--- config.mk ---
export PLATFORM = sky130hd
export DESIGN_NAME = key_conditioner
export DESIGN_NICKNAME = d
export VERILOG_FILES = /design/src/rtl/key_conditioner.sv
export SDC_FILE = /design/constraint.sdc
export NUM_CORES = 1
export LEC_CHECK = 0
export CAP_MARGIN = 25
export CORE_MARGIN = 4
export CORE_UTILIZATION = 30
export DETAILED_ROUTE_END_ITERATION = 12
export PLACE_DENSITY = 0.46
export SYNTH_ARGS = -nofsm -noshare
export SYNTH_HDL_FRONTEND = slang
export SYNTH_SLANG_ARGS = --single-unit
--- constraint.sdc ---
create_clock -name CP -period 3 [get_ports CP]
set_input_delay 0.9 -clock CP [delete_from_list [all_inputs] [get_ports CP]]
set_output_delay 0.9 -clock CP [all_outputs]
set_load 0.05 [all_outputs]
--- src/rtl/key_conditioner.sv ---
// key_conditioner: per-key 2-flop sync, tick debounce, press/release pulses and optional hold-to-repeat
// Ports: CP board clock, CR async active-low reset, KEY_IN raw key levels,
//        KEY_LEVEL debounced level (1 = pressed), KEY_PULSE press/repeat pulse,
//        KEY_RELEASE release pulse, KEY_ANY OR of KEY_LEVEL.
// Define KEY_AUTO_REPEAT_EN to build hold-to-repeat for the keys selected by REPEAT_MASK.
module key_conditioner #(
    parameter int                N_KEYS         = 9,
    parameter int                TICK_DIV       = 50000,
    parameter int                DEB_TICKS      = 20,
    parameter int                REPEAT_DELAY   = 500,
    parameter int                REPEAT_PERIOD  = 100,
    parameter logic [N_KEYS-1:0] REPEAT_MASK    = N_KEYS'(9'b000111111),
    parameter bit                KEY_ACTIVE_LOW = 1'b1
) (
    input  logic              CP,
    input  logic              CR,
    input  logic [N_KEYS-1:0] KEY_IN,
    output logic [N_KEYS-1:0] KEY_LEVEL,
    output logic [N_KEYS-1:0] KEY_PULSE,
    output logic [N_KEYS-1:0] KEY_RELEASE,
    output logic              KEY_ANY
);
    localparam int MAXT = DEB_TICKS > REPEAT_DELAY ?
                          (DEB_TICKS > REPEAT_PERIOD ? DEB_TICKS : REPEAT_PERIOD) :
                          (REPEAT_DELAY > REPEAT_PERIOD ? REPEAT_DELAY : REPEAT_PERIOD);
    localparam int CW = $clog2(MAXT + 1);
    localparam int DW = $clog2(TICK_DIV);
    localparam logic [CW-1:0] DEB_C = CW'(DEB_TICKS);
`ifdef KEY_AUTO_REPEAT_EN
    localparam logic [CW-1:0] DLY_C = CW'(REPEAT_DELAY);
    localparam logic [CW-1:0] PER_C = CW'(REPEAT_PERIOD);
`endif

    typedef enum logic [2:0] {IDLE, PRESS_WAIT, HELD, REPEAT, RELEASE_WAIT} state_t;

    logic [DW-1:0]     div;
    logic              tick;
    logic [N_KEYS-1:0] s1, raw;

    assign tick = div == DW'(TICK_DIV - 1);

    always_ff @(posedge CP or negedge CR)
        if (!CR) div <= '0;
        else div <= tick ? '0 : div + 1'b1;

    // Synchronizers reset to "released" so coming out of reset never looks like a press
    always_ff @(posedge CP or negedge CR)
        if (!CR) begin
            s1  <= '0;
            raw <= '0;
        end else begin
            s1  <= KEY_ACTIVE_LOW ? ~KEY_IN : KEY_IN;
            raw <= s1;
        end

    for (genvar i = 0; i < N_KEYS; i++) begin : g_key
        state_t        st, st_n;
        logic [CW-1:0] cnt, cnt_n, cnt_inc;
        logic          lvl, lvl_n, pls, pls_n, rel, rel_n;
        assign cnt_inc = cnt == '1 ? cnt : cnt + 1'b1;
`ifdef KEY_AUTO_REPEAT_EN
        logic [CW-1:0] rpt, rpt_n, rpt_inc;
        logic          from_rpt, from_rpt_n;
        assign rpt_inc = rpt == '1 ? rpt : rpt + 1'b1;
`endif

        always_ff @(posedge CP or negedge CR)
            if (!CR) begin
                st  <= IDLE;
                cnt <= '0;
                lvl <= 1'b0;
                pls <= 1'b0;
                rel <= 1'b0;
`ifdef KEY_AUTO_REPEAT_EN
                rpt      <= '0;
                from_rpt <= 1'b0;
`endif
            end else begin
                st  <= st_n;
                cnt <= cnt_n;
                lvl <= lvl_n;
                pls <= pls_n;
                rel <= rel_n;
`ifdef KEY_AUTO_REPEAT_EN
                rpt      <= rpt_n;
                from_rpt <= from_rpt_n;
`endif
            end

        always_comb begin
            st_n  = st;
            cnt_n = cnt;
            lvl_n = lvl;
            pls_n = 1'b0;
            rel_n = 1'b0;
`ifdef KEY_AUTO_REPEAT_EN
            rpt_n      = rpt;
            from_rpt_n = from_rpt;
`endif
            if (tick) begin
                case (st)
                    IDLE: if (raw[i]) begin
                        st_n  = PRESS_WAIT;
                        cnt_n = CW'(1);
                    end
                    PRESS_WAIT:
                        if (!raw[i]) st_n = IDLE;
                        else if (cnt_inc >= DEB_C) begin
                            st_n  = HELD;
                            lvl_n = 1'b1;
                            pls_n = 1'b1;
`ifdef KEY_AUTO_REPEAT_EN
                            rpt_n = '0;
`endif
                        end else cnt_n = cnt_inc;
                    HELD:
                        if (!raw[i]) begin
                            st_n  = RELEASE_WAIT;
                            cnt_n = CW'(1);
`ifdef KEY_AUTO_REPEAT_EN
                            from_rpt_n = 1'b0;
                        end else if (REPEAT_MASK[i]) begin
                            if (rpt_inc >= DLY_C) begin
                                st_n  = REPEAT;
                                pls_n = 1'b1;
                                rpt_n = '0;
                            end else rpt_n = rpt_inc;
`endif
                        end
`ifdef KEY_AUTO_REPEAT_EN
                    REPEAT:
                        if (!raw[i]) begin
                            st_n       = RELEASE_WAIT;
                            cnt_n      = CW'(1);
                            from_rpt_n = 1'b1;
                        end else if (rpt_inc >= PER_C) begin
                            pls_n = 1'b1;
                            rpt_n = '0;
                        end else rpt_n = rpt_inc;
`endif
                    // A press seen here is bounce: resume the held state silently
                    RELEASE_WAIT:
                        if (raw[i]) begin
`ifdef KEY_AUTO_REPEAT_EN
                            st_n  = from_rpt ? REPEAT : HELD;
                            rpt_n = '0;
`else
                            st_n = HELD;
`endif
                        end else if (cnt_inc >= DEB_C) begin
                            st_n  = IDLE;
                            lvl_n = 1'b0;
                            rel_n = 1'b1;
                        end else cnt_n = cnt_inc;
                    default: st_n = IDLE;
                endcase
            end
        end

        assign KEY_LEVEL[i]   = lvl;
        assign KEY_PULSE[i]   = pls;
        assign KEY_RELEASE[i] = rel;
    end

    assign KEY_ANY = |KEY_LEVEL;
endmodule

Yosys cells after proc, flatten, opt, wreduce, memory -nomap -nowiden
Index checks and enable logic that the tools add are counted.
Storage, ports and cells
  input port bits: 11
  register bits: 169
  bits in latches: 0
  memory bits (writable): 0
  memories kept: 0
  logic and storage cells: 467
  bits in read-only memories: 0
  output and inout port bits: 28
Operators by class
  div/mod/pow operators: 0
  reductions and logical operators: 55
  bitwise logic cells: 1
  add/sub/neg operators: 10
  multiplexer cells: 235
  shift operators: 0
  eq/ne operators: 109
  $lt $le $gt $ge: 9
  multipliers: 0
Operators by type and width (count)
  9-bit two-way mux: 54
  9-bit case mux with 4 select lines: 9
  3-bit two-way mux: 54
  2-bit != test (second input constant): 54
  3-bit case mux with 4 select lines: 9
  6-bit AND reduction: 18
  1-bit two-way mux: 99
  9-bit by 1-bit adder with 9-bit output (second input constant): 9
  9-bit equality test (second input constant): 9
  9-bit by 5-bit greater-or-equal comparator with 1-bit output (second input constant): 9
  3-bit != test (second input constant): 18
  5-bit AND reduction: 9
  4-bit nonzero test: 9
  3-bit by 1-bit equality test with 1-bit output (second input constant): 9
  3-bit by 2-bit equality test with 1-bit output (second input constant): 9
  3-bit equality test (second input constant): 9
  3-bit logical NOT: 9
  1-bit case mux with 2 select lines: 9
  2-bit nonzero test: 9
  16-bit by 1-bit adder with 16-bit output (second input constant): 1
  16-bit equality test (second input constant): 1
  16-bit two-way mux: 1
  9-bit inverter: 1
  9-bit OR reduction: 1

Depth between registers and ports, before layout
Gate-level depths: netlist of the first run.
  depth after elaboration: 7
  mapped depth: 10
  depth with buffers taken out: 8

Worst setup path after synthesis of the first run
Ideal clock, no wire load.
  kind: reg-to-reg
  start point: register g_key[6].cnt[0]
  end point: register g_key[6].cnt[0]
  required time: 2.861 ns
  path slack: 0.755 ns
  cell stages (with the launch flop): 8
  setup time: 0.139 ns
  path buffers: 0
  arrival: 2.106 ns
  period minus slack after synthesis: 2.245 ns
  cell sequence: dfrtp_1 ha_1 and3_1 a21boi_0 o22a_1 or4_1 nor4_1 mux2i_1
Between the ends
  word-level cells in the longest chain between the ends: 6
  elaborated cells between the ends (all ways): 8
  those cells by class: 1 x add/sub; 1 x order compare; 1 x eq/ne; 5 x mux
RTL lines
  start: declaration: line 58  | logic [CW-1:0] cnt, cnt_n, cnt_inc;
  start signal: assignment: line 80  | cnt <= cnt_n;
  9-bit by 1-bit adder with 9-bit output / 9-bit equality test (equally long branches): line 60  | assign cnt_inc = cnt == '1 ? cnt : cnt + 1'b1;
  9-bit two-way mux: line 60
  9-bit by 5-bit greater-or-equal comparator with 1-bit output: line 108, 150
  9-bit two-way mux (*): line 108, 150
  9-bit two-way mux (on tied branches): line 143, 107
  9-bit case mux with 4 select lines (*): line 101  | case (st)
Mark *: on every way between the ends. The rest lies on a longest branch, timed or not. The select of a mux whose other input is x is not followed.
A chain may end at the register's enable or synchronous reset.

Worst setup path in the final report of the first run
  start point: register g_key[1].lvl
  end point: output KEY_LEVEL[1]
RTL lines
  start: declaration: line 59  | logic lvl, lvl_n, pls, pls_n, rel, rel_n;
  start signal: assignment: line 81  | lvl <= lvl_n;
  end: declaration: line 18  | output logic [N_KEYS-1:0] KEY_LEVEL,
No word-level cell between the ends.

==> results of run 1 <==
metal layers:
layer  wire [um]  vias up
met5           0        -
met4         216        0
met3         570       15
met2        8878       79
met1        9265     3270
li1            -     3409
logic make-up after synthesis:
group,share of synthesized area [%]
xor gates and xnor gates,1.997
muxes,1.540
buffers and inverters,5.377
and+or+nand+nor,23.41
DFF,48.21
adders and majority gates,1.426
AOI/OAI and AO/OA,18.04
power by group through the flow:
stage	sequential [W]	combinational [W]	clock [W]
2_1_floorplan	0.00234	0.0000236	0
3_3_place_gp	0.00235	0.0000986	0
3_5_place_dp	0.00235	0.0000983	0
4_1_cts	0.00230	0.0000984	0.00232
5_1_grt	0.00230	0.000111	0.00241
6_report	0.00230	0.0000921	0.00223
layout by cell type (no fill, tap or decap), types with 9 or more instances in the layout:
| cell type | count |
|---|---|
| dfrtp_1 | 169 |
| nand2_1 | 99 |
| nor2_1 | 90 |
| o21ai_0 | 53 |
| a21oi_1 | 44 |
| and2_1 | 37 |
| clkdlybuf4s50_1 | 36 |
| inv_1 | 35 |
| nand3_1 | 34 |
| nor2b_1 | 21 |
| nor3_1 | 20 |
| and3_1 | 19 |
| nand4_1 | 19 |
| a22o_1 | 19 |
| buf_4 | 18 |
| a31oi_1 | 17 |
| clkbuf_16 | 17 |
| nand2b_1 | 16 |
| nor4_1 | 16 |
| xnor2_1 | 13 |
| ha_1 | 10 |
| mux2i_1 | 9 |
area by class of cell:
type	count	area, um2	area share (%)
Inverter	35	131.4	1.310
Multi-Input combinational cell	677	4071	40.60
Clock buffer	18	439.2	4.380
Timing Repair Buffer	56	529.3	5.278
Clock inverter	11	146.4	1.460
Tap cell	384	480.5	4.792
Sequential cell	169	4229	42.18
metrics by stage:
step | hold slack [ns] | std cells | cell area [um2] | power, W
3_3_place_gp | 0.3346 | 1321 | 9442 | 0.002444
6_report | 0.3476 | 1350 | 10030 | 0.004626
5_1_grt | 0.3546 | 1350 | 10030 | 0.004818
2_1_floorplan | 0.3312 | 944 | 8772 | 0.002365
3_5_place_dp | 0.3347 | 1321 | 9442 | 0.002443
4_1_cts | 0.3486 | 1350 | 10030 | 0.004722
registers in the layout, summed over array words and instances, names as in the netlist:
name       flops
g_key.cnt     81
div           16
s1             9
raw            9
g_key.lvl      9
g_key.rel      9
g_key.pls      9
g_key.st      27
worst max path at each step:
stage	from	to	slack, ns	cells after the start
after detailed placement	g_key[5].cnt[0]	g_key[5].cnt[1]	0.52	8
after CTS	g_key[1].lvl	KEY_LEVEL[1]	0.19	1
after global routing	g_key[1].lvl	KEY_LEVEL[1]	0.19	1
after floorplan	g_key[6].cnt[0]	g_key[6].cnt[0]	0.75	7
final	g_key[1].lvl	KEY_LEVEL[1]	0.26	1
after global placement	g_key[5].cnt[0]	g_key[5].cnt[1]	0.53	8
==> flow_metrics.env, run 1 <==
export IMPL_synth_warnings=0
export IMPL_hold_path_class="reg -> reg"
export IMPL_die_h_um=179
export IMPL_dp_hpwl_um=13250
export IMPL_pwr_share_seq_pct=49.8
export IMPL_async_flop_share_pct=100.0
export IMPL_yosys_top_cells_count="dfrtp_1, nand2_1, nor2_1, o21ai_0, a21oi_1"
export IMPL_dieArea_mm2=0.03204
export IMPL_first_pass_iters=5
export IMPL_switchingPower_w=0.0009849
export IMPL_start_util_pct=30.48
export IMPL_syn_to_final_growth_pct=14.31
export IMPL_yosys_register_bits=169
export IMPL_yosys_area_top_type="dfrtp_1"
export IMPL_vias=6773
export IMPL_final_layout_size_suffix_gt1_share_pct=6.418
export IMPL_busiest_layer="met2"
export IMPL_fin_crit_ns=2.740
export IMPL_hp_start="s1[3]"
export IMPL_design_portCount=39
export IMPL_fin_ws_ns=0.2599
export IMPL_start_kind="flop"
export IMPL_grt_pass1_wl_um=32220
export IMPL_drtAntennaViolNets=0
export IMPL_vdd_drop_max_v=0.0003463
export IMPL_finalNetCount=977
export IMPL_grt_pass1_vias=6477
export IMPL_via_per_inst=5.017
export IMPL_row_count=62
export IMPL_avgSynthCellArea_um2=9.293
export IMPL_netSwitchingFraction_pct=21.29
export IMPL_met1_usage_pct=16.56
export IMPL_antennaDiodeCount=0
export IMPL_use_met2_pct=19.99
export IMPL_reg2reg_from="g_key[5].cnt[0]"
export IMPL_syn_nets=965
export IMPL_root_buffer="clkbuf_16"
export IMPL_holdPathEnd="raw[3]"
export IMPL_fin_util_pct=34.84
export IMPL_worstPathArrival_ns=1.84
export IMPL_path_clk_slew_ns=0.07
export IMPL_cts_buffer_depth=2
export IMPL_worst_path_largest_cell_delay_ns=0.88
export IMPL_antenna_found_initial=0
export IMPL_post_route_period_util_pct=91.34
export IMPL_wirelength_um=18930
export IMPL_yosysTopAreaCellShare_pct=48.21
export IMPL_p_leak_nw=4.343
export IMPL_ys_types=67
export IMPL_cap_violations=0
export IMPL_wire_per_inst_um=14.02
export IMPL_synthTopCellsByArea="dfrtp_1, nand2_1, nor2_1, o21ai_0, and2_1"
export IMPL_synth_most_common_cell="dfrtp_1"
export IMPL_dp_slack_ns=0.5198
export IMPL_gp_congestion=0.8187
export IMPL_clock_fmax_mhz=365.0
export IMPL_postCtsHoldBufs=0
export IMPL_dieWidth_um=179
export IMPL_status="completed"
export IMPL_hold_path_depth=0
export IMPL_worstMarginPinSlew_ns=0.7171
export IMPL_worstPathMaxFanout=4
export IMPL_io_buffers=38
export IMPL_hold_violations=0
export IMPL_finalSetupViolations=0
export IMPL_cts_sinks=169
export IMPL_drc_errors=0
export IMPL_slew_headroom_pct=51.59
export IMPL_cts_max_level=4
export IMPL_synth_edff_count=0
export IMPL_ys_seq_area_share_pct=48.21
export IMPL_crit_type="reg -> out"
export IMPL_p_comb_share_pct=2.0
export IMPL_syn_cell_area_mm2=0.008772
export IMPL_cts_buffers=17
export IMPL_cp_slowest_cell="clkdlybuf4s50_1"
export IMPL_grt_max_degree=73
export IMPL_critPathTopFamily="buffers and inverters"
export IMPL_synthCells=944
export IMPL_r2r_cells=8
export IMPL_critPathRequiredTime_ns=2.10
export IMPL_core_area_mm2=0.02878
export IMPL_clkPwrFrac_pct=48.2
export IMPL_grt_overflow=0
export IMPL_grt_usage_pct=12.29
export IMPL_crit_buf_inv=1
export IMPL_internal_power_w=0.003641
export IMPL_p_per_area_mw_per_mm2=461.4
export IMPL_ys_flop_type="dfrtp_1"
export IMPL_nFillCells=2904
export IMPL_setup_tns_ns=0
export IMPL_use_met3_pct=2.868
export IMPL_path_cells="clkdlybuf4s50_1"
export IMPL_rsz0062_at_grt="no"
export IMPL_first_iter_violations=408
export IMPL_postCtsSetupBuffers=0
export IMPL_ctsResizeCount=0
export IMPL_clk_latency_ns=0.42
export IMPL_slew_viol_final=0
export IMPL_finClkSkew_ns=0.01268
export IMPL_worstReg2RegEnd="g_key[5].cnt[1]"
export IMPL_r2r_setup_slack_ns=0.54
export IMPL_cp_end_kind="output pin"
export IMPL_tritoncts="done"
Power figures use the tool's default switching activity.
==> run 2, diff against run 1 <==
CTS_BUF_LIST = sky130_fd_sc_hd__clkbuf_8   (was unset)
==> run 2 against run 1 <==
Core utilization down 0.67 points. Flip-flop and latch count stayed put. Combinational power is essentially flat. Worst setup slack lost 0.032 ns. Via count rose by 0.12%. Total power decreased by 12%.
==> flow_metrics.env, run 2 (synthesized netlist as in run 1, its figures left out) <==
export IMPL_cp_end_kind="output pin"
export IMPL_critPathRequiredTime_ns=2.10
export IMPL_design_portCount=39
export IMPL_postCtsHoldBufs=0
export IMPL_hold_path_class="reg -> reg"
export IMPL_pwr_share_seq_pct=56.5
export IMPL_cts_buffers=17
export IMPL_netSwitchingFraction_pct=22.50
export IMPL_internal_power_w=0.003153
export IMPL_final_common_cell="dfrtp_1"
export IMPL_gp_congestion=0.8187
export IMPL_syn_to_final_growth_pct=12.12
export IMPL_status="completed"
export IMPL_vdd_drop_max_v=0.0002805
export IMPL_slew_headroom_pct=50.87
export IMPL_die_h_um=179
export IMPL_root_buffer="clkbuf_8"
export IMPL_cts_sinks=169
export IMPL_wirelength_um=18930
export IMPL_top_register="g_key.cnt"
export IMPL_fin_util_pct=34.18
export IMPL_first_pass_iters=7
export IMPL_postCtsSetupBuffers=0
export IMPL_p_leak_nw=4.255
export IMPL_crit_type="reg -> out"
export IMPL_cp_slowest_cell="clkdlybuf4s50_1"
export IMPL_slew_viol_final=0
export IMPL_grt_max_degree=73
export IMPL_via_per_inst=5.023
export IMPL_nFillCells=2931
export IMPL_start_kind="flop"
export IMPL_dp_hpwl_um=13250
export IMPL_setup_tns_ns=0
export IMPL_path_clk_slew_ns=0.09
export IMPL_endpoint="KEY_LEVEL[1]"
export IMPL_crit_cells=1
export IMPL_cts_buffer_depth=2
export IMPL_wire_per_inst_um=14.02
export IMPL_drtAntennaViolNets=0
export IMPL_final_cell_mix="dfrtp_1, nand2_1, nor2_1, o21ai_0, a21oi_1"
export IMPL_row_count=62
export IMPL_finalNetCount=977
export IMPL_cap_violations=0
export IMPL_cts_max_level=4
export IMPL_clock_fmax_mhz=360.7
export IMPL_final_layout_size_suffix_gt1_share_pct=6.418
export IMPL_finalSetupViolations=0
export IMPL_dieArea_mm2=0.03204
export IMPL_multi_input_area_mm2=0.004071
export IMPL_largestRegisters="g_key.cnt (81), g_key.st (27), div (16)"
export IMPL_startpoint="g_key[1].lvl"
export IMPL_grt_pass1_wl_um=32120
export IMPL_ctsResizeCount=0
export IMPL_path_cells="clkdlybuf4s50_1"
export IMPL_critPathTopFamily="buffers and inverters"
export IMPL_r2r_cells=8
export IMPL_worstPathArrival_ns=1.87
export IMPL_first_iter_violations=415
export IMPL_rsz0062_at_grt="no"
export IMPL_tritoncts="done"
export IMPL_core_area_mm2=0.02878
export IMPL_clk_latency_ns=0.45
export IMPL_worstMarginPinSlew_ns=0.7278
export IMPL_grt_overflow=0
export IMPL_total_power_w=0.004068
export IMPL_drc_errors=0
export IMPL_switchingPower_w=0.0009151
export IMPL_crit_buf_inv=1
export IMPL_start_util_pct=30.48
export IMPL_antenna_found_initial=0
export IMPL_post_route_period_util_pct=92.41
export IMPL_antennaDiodeCount=0
export IMPL_p_comb_share_pct=2.3
export IMPL_regArea_mm2=0.004229
export IMPL_p_per_area_mw_per_mm2=413.6
export IMPL_grt_pass1_vias=6490
export IMPL_fin_crit_ns=2.772
export IMPL_r2r_setup_slack_ns=0.54
export IMPL_clkPwrFrac_pct=41.2
export IMPL_worstReg2RegEnd="g_key[5].cnt[1]"
export IMPL_worstPathMaxFanout=4
export IMPL_reg2reg_from="g_key[5].cnt[0]"
export IMPL_finClkSkew_ns=0.01341
export IMPL_largest_reg_flops=81
export IMPL_worst_path_largest_cell_delay_ns=0.88
export IMPL_vias=6781
export IMPL_io_buffers=38
export IMPL_hold_violations=0
export IMPL_grt_usage_pct=12.24
export IMPL_dieWidth_um=179
## run 2: cell counts in the layout (fill, tap and decap cells not counted)
No cell type changed its count.
## run 2: per-layer routing
layer	share of wire, %	global-route usage, %	vias up
met5	0	0	-
met1	49	16.46	3292
met2	47	19.85	74
met4	1.1	3.326	0
met3	3.1	2.868	12
li1	-	-	3403
## run 2: layout make-up
| cell class | count | area share, % |
|---|---|---|
| flip-flops and latches | 169 | 43.00 |
| multi-input cells | 677 | 41.39 |
| repair buffers | 56 | 5.381 |
| well taps | 384 | 4.885 |
| clock buffers | 18 | 2.519 |
| clock inverters | 11 | 1.488 |
| inverters | 35 | 1.336 |
## run 2: stage by stage
step                      worst slack [ns]  hold WS (ns)  instance area (um2)  std cells
final                               0.2278        0.3529                 9836       1350
after global routing                0.1369        0.3613                 9836       1350
after CTS                           0.1451        0.3520                 9836       1350
after floorplan                     0.7545        0.3312                 8772        944
after detailed placement            0.5198        0.3347                 9442       1321
after global placement              0.5334        0.3346                 9442       1321
## run 2: power by group through the flow
stage	clock network [W]	logic, W	registers, W
2_1_floorplan	0	0.0000236	0.00234
3_3_place_gp	0	0.0000986	0.00235
3_5_place_dp	0	0.0000983	0.00235
4_1_cts	0.00176	0.0000983	0.00230
5_1_grt	0.00185	0.000110	0.00230
6_report	0.00168	0.0000920	0.00230
## run 2: how the worst min path moves through the flow
stage           from  endpoint  slack (ns)  cells after the start
3_3_place_gp   s1[5]    raw[5]        0.33                      0
4_1_cts        s1[3]    raw[3]        0.35                      0
3_5_place_dp   s1[8]    raw[8]        0.33                      0
2_1_floorplan  s1[0]    raw[0]        0.33                      0
5_1_grt        s1[7]    raw[7]        0.36                      0
6_report       s1[3]    raw[3]        0.35                      0
